--- config.mk ---
export PLATFORM = sky130hd
export DESIGN_NAME = serial_add_ctrl
export DESIGN_NICKNAME = d
export VERILOG_FILES = /design/src/rtl/serial_add_ctrl.sv
export SDC_FILE = /design/constraint.sdc
export NUM_CORES = 1
export LEC_CHECK = 0
export CAP_MARGIN = 20
export CORE_UTILIZATION = 52
export DETAILED_ROUTE_END_ITERATION = 10
export PLACE_DENSITY = 0.94
export SLEW_MARGIN = 10
export SYNTH_ARGS = -nofsm -noshare
export SYNTH_HDL_FRONTEND = slang
export SYNTH_SLANG_ARGS = --single-unit
--- constraint.sdc ---
create_clock -name clk -period 2.6 [get_ports clk]
set_clock_uncertainty 0.2 [all_clocks]
set_input_delay 0.65 -clock clk [delete_from_list [all_inputs] [get_ports clk]]
set_output_delay 0.65 -clock clk [all_outputs]
set_load 0.05 [all_outputs]
--- src/rtl/serial_add_ctrl.sv ---
// Bit-serial adder controller: one shared full-adder cell (two half adders) sequenced over WIDTH cycles.
// Optional signed-overflow flag is built only when SERIAL_ADD_OVF_EN is defined; otherwise ovf is tied to 0.
module serial_add_ctrl #(
  parameter int WIDTH = 8
) (
  input  logic             clk,
  input  logic             rst,
  input  logic             start,
  input  logic [WIDTH-1:0] a,
  input  logic [WIDTH-1:0] b,
  input  logic             cin,
  output logic             busy,
  output logic             done,
  output logic [WIDTH-1:0] sum,
  output logic             cout,
  output logic             ovf
);

  localparam int CW = $clog2(WIDTH) + 1;

  // Handshake: start is sampled only in IDLE or DONE (an accept); busy is high for the
  // WIDTH RUN cycles that follow; done pulses for exactly one cycle with sum/cout valid,
  // and a start seen in that DONE cycle is accepted back-to-back. Starts during RUN are dropped.
  typedef enum logic [1:0] {
    S_IDLE = 2'd0,
    S_RUN  = 2'd1,
    S_DONE = 2'd2
  } state_t;

  state_t           state, state_nx;
  logic [WIDTH-1:0] a_sh, b_sh, sum_r, msb_ins;
  logic [CW-1:0]    cnt;
  logic             carry, cout_r;
  logic             hs1, hc1, hc2, s_bit, c_bit;
  logic             accept, last_bit;

  // Two cascaded half adders form the shared full-adder cell.
  always_comb begin
    hs1   = a_sh[0] ^ b_sh[0];
    hc1   = a_sh[0] & b_sh[0];
    s_bit = hs1 ^ carry;
    hc2   = hs1 & carry;
    c_bit = hc1 | hc2;
  end

  always_comb begin
    msb_ins            = '0;
    msb_ins[WIDTH-1]   = s_bit;
  end

  assign accept   = start && ((state == S_IDLE) || (state == S_DONE));
  assign last_bit = (state == S_RUN) && (cnt == CW'(WIDTH - 1));

  always_ff @(posedge clk) begin
    if (rst) state <= S_IDLE;
    else     state <= state_nx;
  end

  always_comb begin
    state_nx = state;
    case (state)
      S_IDLE:  if (accept) state_nx = S_RUN;
      S_RUN:   if (last_bit) state_nx = S_DONE;
      S_DONE:  state_nx = accept ? S_RUN : S_IDLE;
      default: state_nx = S_IDLE;
    endcase
  end

  always_ff @(posedge clk) begin
    if (rst) begin
      a_sh   <= '0;
      b_sh   <= '0;
      sum_r  <= '0;
      carry  <= 1'b0;
      cnt    <= '0;
      cout_r <= 1'b0;
    end else if (accept) begin
      a_sh   <= a;
      b_sh   <= b;
      sum_r  <= '0;
      carry  <= cin;
      cnt    <= '0;
      cout_r <= 1'b0;
    end else if (state == S_RUN) begin
      a_sh   <= a_sh >> 1;
      b_sh   <= b_sh >> 1;
      sum_r  <= (sum_r >> 1) | msb_ins;
      carry  <= c_bit;
      cnt    <= cnt + CW'(1);
      if (last_bit) cout_r <= c_bit;
    end
  end

`ifdef SERIAL_ADD_OVF_EN
  logic ovf_r;

  // On the last bit, carry still holds the carry into the MSB.
  always_ff @(posedge clk) begin
    if (rst || accept) ovf_r <= 1'b0;
    else if (last_bit) ovf_r <= carry ^ c_bit;
  end

  assign ovf = ovf_r;
`else
  assign ovf = 1'b0;
`endif

  assign busy = (state == S_RUN);
  assign done = (state == S_DONE);
  assign sum  = sum_r;
  assign cout = cout_r;

endmodule
==> results of run 1 <==
==> cell type report <==
class                           instances  area [µm²]
Clock buffer                            6        41.3
Inverter                                2        7.51
Clock inverter                          2        35.0
Sequential cell                        32         641
Tap cell                               28        35.0
Fill cell                             184         637
Timing Repair Buffer                   35         350
Multi-Input combinational cell        103         572
==> cell families (layout without fill, tap and decap cells) <==
logic type | after synthesis | in the layout | share of synthesized area (%)
compound gates | 36 | 36 | 16.3
fa+ha+maj | 2 | 2 | 2.45
simple gates | 60 | 60 | 21.2
buf+inv | 16 | 45 | 8.76
mux | 2 | 2 | 1.51
other cells | 1 | 1 | 0.282
xor+xnor | 2 | 2 | 1.32
flops | 32 | 32 | 48.2
==> worst max path at each step <==
stage,startpoint,end,cells past startpoint,slack (ns)
finish,cout$_SDFFE_PP0P_,cout,1,0.23
global route,sum[7]$_SDFFE_PP0P_,sum[7],1,0.18
CTS,state[0]$_SDFFE_PP0P_,done,2,0.03
detailed placement,start,sum[0]$_SDFFE_PP0P_,4,0.35
global placement,start,cnt[2]$_SDFFE_PP0P_,4,0.40
floorplan,state[1]$_SDFFE_PP0P_,busy,4,0.90
==> metal layers <==
layer / global-route usage [%] / up-vias / routed length (µm)
li1: - / 582 / -
met1: 27.2 / 557 / 1140
met2: 44.1 / 55 / 1570
met4: 9.21 / 0 / 40
met5: 0 / - / 0
met3: 7.83 / 5 / 185
==> cells in the final DEF, fill, tap and decap left out, types with 3 or more instances in the layout <==
| cell type | synthesis | routed |
|---|---|---|
| a31oi_1 | 3 | 3 |
| dfxtp_1 | 32 | 32 |
| clkbuf_4 | 0 | 5 |
| o22ai_1 | 8 | 8 |
| a22oi_1 | 4 | 4 |
| o21ai_1 | 3 | 3 |
| nand2_1 | 25 | 25 |
| nor3_1 | 19 | 19 |
| nor2_1 | 3 | 3 |
| buf_4 | 6 | 5 |
| nand3_1 | 6 | 6 |
| clkdlybuf4s50_1 | 0 | 28 |
| a21oi_1 | 15 | 15 |
==> sequential cells by signal, indices dropped and copies added, names as in the netlist <==
register	flops
cout	1
sum	8
a_sh	8
state	2
cnt	4
b_sh	8
carry	1
==> power groups by stage <==
stage          combinational, mW  sequential [mW]  clock, mW
2_1_floorplan              0.112            0.544          0
3_3_place_gp               0.149            0.543          0
3_5_place_dp               0.157            0.545          0
4_1_cts                    0.159            0.534      0.378
5_1_grt                    0.173            0.538      0.398
6_report                   0.160            0.535      0.369
==> impl_metrics.env, run 1 <==
export IMPL_outcome="completed"
export IMPL_coreArea_um2=2320
export IMPL_fin_setup_tns_ns=0
export IMPL_initial_core_util_pct=57.3
export IMPL_die_x_um=52.6
export IMPL_vias=1199
export IMPL_clk_path_buf_depth=2
export IMPL_setup_viol=0
export IMPL_overflow=0
export IMPL_placed_area_um2=1600
export IMPL_viasPerCell=5.76
export IMPL_clockRootBuffer="clkbuf_4"
export IMPL_cp_slowest_stage_delay_ns=0.81
export IMPL_async_flop_share_pct=0
export IMPL_p_total_mw=1.06
export IMPL_num_io_pins=32
export IMPL_critPathBufInv=1
export IMPL_cts_hold_buffers_added=0
export IMPL_intPower_uw=791
export IMPL_dr_pass1_iters=4
export IMPL_ys_types=30
export IMPL_syn_nets=173
export IMPL_arrival_ns=1.52
export IMPL_clkPwrFrac_pct=34.7
export IMPL_seqPwrFrac_pct=50.3
export IMPL_hpwl_um=2020
export IMPL_required_ns=1.75
export IMPL_grt_pass1_vias=1107
export IMPL_powerDensity_nw_per_um2=632
export IMPL_post_cts_buffers=0
export IMPL_portBuffers=30
export IMPL_hold_class="flop to flop"
export IMPL_finalCriticalPeriod_ns=2.37
export IMPL_areaGrowthSynthToFinish_pct=26.6
export IMPL_reg2reg_to="a_sh[4]$_SDFFE_PP0P_"
export IMPL_period_share_pct=91.0
export IMPL_critPathCaptureType="primary output"
export IMPL_holdPathEnd="a_sh[3]$_SDFFE_PP0P_"
export IMPL_grt_pass1_wl_um=4820
export IMPL_slowest_stage="clkdlybuf4s50_1"
export IMPL_yosys_most_used_dff="dfxtp_1"
export IMPL_final_nets=201
export IMPL_reg2reg_slack_ns=1.06
export IMPL_die_height_um=52.6
export IMPL_avgRoutedWirePerCell_um=14.1
export IMPL_finalHoldViolCount=0
export IMPL_grtUsageTotal_pct=24.8
export IMPL_syn_inst=151
export IMPL_cpLargestDelayFamily="buffers and inverters"
export IMPL_ir_worst_vdd_v=0.000493
export IMPL_synth_most_common_cell="dfxtp_1"
export IMPL_clock_latency_ns=0.33
export IMPL_die_area_um2=2760
export IMPL_fin_util_pct=72.5
export IMPL_post_place_cells=200
export IMPL_crit_fanout=2
export IMPL_layout_drive_gt1_share_pct=8.33
export IMPL_r2r_start="state[0]$_SDFFE_PP0P_"
export IMPL_finalWorstSetupSlack_ns=0.234
export IMPL_route_detailed_drc=0
export IMPL_synth_edf_count=0
export IMPL_mappedNetlistArea_um2=1330
export IMPL_path_clk_slew_ns=0.10
export IMPL_cts_tree="yes"
export IMPL_final_cells=208
export IMPL_synth_top_area_cell="dfxtp_1"
export IMPL_path_class="flop to primary output"
export IMPL_reg2reg_depth=4
export IMPL_p_comb_share_pct=15.0
export IMPL_ys_warn_count=0
export IMPL_rsz0062_at_grt="no"
export IMPL_ant_nets=0
export IMPL_place_ws_ns=0.354
export IMPL_gp_congestion=0.814
export IMPL_hold_slack_ns=0.280
export IMPL_finalInstanceArea_um2=1680
export IMPL_synth_seq_cells=32
export IMPL_wirelength_um=2940
export IMPL_grt_max_degree=30
export IMPL_hold_start="a_sh[3]$_SDFFE_PP0P_"
export IMPL_synth_area_per_cell_um2=8.80
export IMPL_worstPathCellList="clkdlybuf4s50_1"
export IMPL_cp_start_kind="flop"
export IMPL_htree_levels=2
export IMPL_cap_violations=0
export IMPL_synth_seq_area_share_pct=48.2
export IMPL_p_leak_nw=0.621
export IMPL_hold_depth=2
export IMPL_grt_antenna_before_repair=0
export IMPL_synthTopCellsByCount="32 x dfxtp_1, 25 x nand2_1, 19 x nor3_1"
export IMPL_yosysTopAreaCellShare_pct=48.2
export IMPL_worst_slew_pin_slew_ns=0.497
export IMPL_antenna_cells=0
export IMPL_rows=17
export IMPL_relSlewSlack_pct=66.8
export IMPL_drt_iter0_drc=27
export IMPL_fmax_mhz=423
export IMPL_cts_resized=0
export IMPL_p_sw_share_pct=25.6
export IMPL_cts_buffers=5
export IMPL_switchingPower_uw=272
export IMPL_cts_sinks=32
export IMPL_synth_area_leaders="dfxtp_1 48%, nor3_1 7.2%, nand2_1 7.1%"
export IMPL_slew_violations=0
(Power assumes the default switching activity.)
==> run 2: changes to the inputs <==
--- a/config.mk
+++ b/config.mk
@@ -5,6 +5,7 @@
 export SDC_FILE = /design/constraint.sdc
 export NUM_CORES = 1
 export LEC_CHECK = 0
+export ABC_CLOCK_PERIOD_IN_PS = 2600
 export CAP_MARGIN = 20
 export CORE_UTILIZATION = 52
 export DETAILED_ROUTE_END_ITERATION = 10
==> results of run 2 <==
The final DEF is identical to that of run 1; final timing and power are the same.
==> run 3: changes to the inputs <==
--- a/config.mk
+++ b/config.mk
@@ -5,11 +5,11 @@
 export SDC_FILE = /design/constraint.sdc
 export NUM_CORES = 1
 export LEC_CHECK = 0
-export ABC_CLOCK_PERIOD_IN_PS = 2600
-export CAP_MARGIN = 20
+export ABC_CLOCK_PERIOD_IN_PS = 2900
 export CORE_UTILIZATION = 52
 export DETAILED_ROUTE_END_ITERATION = 10
 export PLACE_DENSITY = 0.94
+export SETUP_SLACK_MARGIN = 0.4
 export SLEW_MARGIN = 10
 export SYNTH_ARGS = -nofsm -noshare
 export SYNTH_HDL_FRONTEND = slang
==> constraint.sdc (replaced) <==
create_clock -name clk -period 2.9 [get_ports clk]
set_clock_uncertainty 0.2 [all_clocks]
set_input_delay 0.725 -clock clk [delete_from_list [all_inputs] [get_ports clk]]
set_output_delay 0.725 -clock clk [all_outputs]
set_load 0.05 [all_outputs]
==> impl_metrics.env, run 3 (synthesis results as in run 1) <==
export IMPL_hold_depth=2
export IMPL_viasPerCell=5.54
export IMPL_cts_buffers=5
export IMPL_p_total_uw=852
export IMPL_worstPathCellList="clkdlybuf4s50_1"
export IMPL_die_area_um2=2760
export IMPL_final_nets=201
export IMPL_finalWorstSetupSlack_ns=0.457
export IMPL_cts_sinks=32
export IMPL_vias=1147
export IMPL_die_height_um=52.6
export IMPL_cap_violations=0
export IMPL_rows=17
export IMPL_drt_iter0_drc=18
export IMPL_grt_antenna_before_repair=0
export IMPL_grt_max_degree=30
export IMPL_p_leak_nw=0.593
export IMPL_avgRoutedWirePerCell_um=13.1
export IMPL_clk_path_buf_depth=2
export IMPL_period_share_pct=84.2
export IMPL_hold_start="sum[0]$_SDFFE_PP0P_"
export IMPL_cp_start_kind="flop"
export IMPL_reg2reg_to="b_sh[4]$_SDFFE_PP0P_"
export IMPL_setup_viol=0
export IMPL_worst_slew_pin_slew_ns=0.497
export IMPL_grt_pass1_wl_um=4660
export IMPL_relSlewSlack_pct=66.8
export IMPL_ir_worst_vdd_v=0.000413
export IMPL_dr_pass1_iters=4
export IMPL_coreArea_um2=2320
export IMPL_final_common_cell="dfxtp_1"
export IMPL_outcome="completed"
export IMPL_initial_core_util_pct=57.3
export IMPL_ant_nets=0
export IMPL_finalInstanceArea_um2=1650
export IMPL_fin_setup_tns_ns=0
export IMPL_required_ns=1.98
export IMPL_fillers=194
export IMPL_clock_latency_ns=0.34
export IMPL_finalHoldViolCount=0
export IMPL_overflow=0
export IMPL_gp_congestion=0.751
export IMPL_fmax_mhz=409
export IMPL_critPathBufInv=1
export IMPL_cp_slowest_stage_delay_ns=0.82
export IMPL_crit_fanout=2
export IMPL_reg2reg_depth=4
export IMPL_arrival_ns=1.52
export IMPL_post_place_cells=200
export IMPL_portBuffers=30
export IMPL_path_clk_slew_ns=0.09
export IMPL_cts_tree="yes"
export IMPL_path_class="flop to primary output"
export IMPL_areaGrowthSynthToFinish_pct=24.0
export IMPL_grtUsageTotal_pct=23.7
export IMPL_wirelength_um=2710
export IMPL_antenna_cells=0
export IMPL_powerDensity_nw_per_um2=517
export IMPL_slew_violations=0
export IMPL_fin_util_pct=71.1
export IMPL_reg2reg_slack_ns=1.32
export IMPL_place_ws_ns=0.573
export IMPL_holdPathEnd="sum[0]$_SDFFE_PP0P_"
export IMPL_hold_slack_ns=0.260
export IMPL_layout_common_cells="32 x dfxtp_1, 28 x clkdlybuf4s50_1, 25 x nand2_1, 19 x nor3_1, 15 x a21oi_1"
export IMPL_route_detailed_drc=0
export IMPL_hpwl_um=1950
export IMPL_r2r_start="state[0]$_SDFFE_PP0P_"
export IMPL_critPathCaptureType="primary output"
export IMPL_layout_drive_gt1_share_pct=7.82
export IMPL_die_x_um=52.6
export IMPL_final_cells=207
export IMPL_finalCriticalPeriod_ns=2.44
export IMPL_num_io_pins=32
export IMPL_cts_hold_buffers_added=0
export IMPL_rsz0062_at_grt="no"
export IMPL_grt_pass1_vias=1159
export IMPL_hold_class="flop to flop"
export IMPL_clockRootBuffer="clkbuf_4"
export IMPL_placed_area_um2=1600
export IMPL_htree_levels=2
export IMPL_cpLargestDelayFamily="buffers and inverters"
export IMPL_slowest_stage="clkdlybuf4s50_1"
run 3: cell count changes in the layout (fill, tap and decap cells not counted), sizes merged:
cell,delta
bufinv,-1
dlygate4sd2,+1
dlymetal6s2s,-1
run 3: worst max-delay path by stage:
stage / to / slack [ns] / depth (start not counted) / startpoint
floorplan: busy / 1.12 / 4 / state[1]$_SDFFE_PP0P_
global placement: cnt[2]$_SDFFE_PP0P_ / 0.61 / 4 / start
detailed placement: b_sh[4]$_SDFFE_PP0P_ / 0.57 / 5 / start
CTS: sum[2] / 0.44 / 1 / sum[2]$_SDFFE_PP0P_
global route: sum[2] / 0.41 / 1 / sum[2]$_SDFFE_PP0P_
finish: cout / 0.46 / 1 / cout$_SDFFE_PP0P_
run 3: timing repair:
item	CTS	global route
buffers inserted	0	0
setup endpoints to repair	1	0
resized for setup	1	0
run 3: final cells by class:
type	instances	area (µm²)	share of cell area (%)
Sequential cell	32	641	38.9
Multi-Input combinational cell	103	572	34.7
Timing Repair Buffer	35	347	21.0
Clock buffer	6	41.3	2.51
Tap cell	28	35.0	2.13
Inverter	2	7.51	0.456
Clock inverter	1	5.00	0.304
run 3: power breakdown:
| group | leakage, nW | total [mW] | internal [mW] | switching (mW) |
|---|---|---|---|---|
| Combinational | 0.303 | 0.140 | 0.0646 | 0.0757 |
| Clock | 0.0281 | 0.233 | 0.0891 | 0.144 |
| Sequential | 0.262 | 0.479 | 0.463 | 0.0152 |
run 3: routing by layer:
metal	routed length [µm]	part of all wire (%)	GRT usage, %	up-vias
li1	-	-	-	580
met1	1180	44	25.5	525
met2	1340	50	41.1	34
met3	127	4.7	6.38	8
met4	61	2.3	14.0	0
met5	0	0	0	-
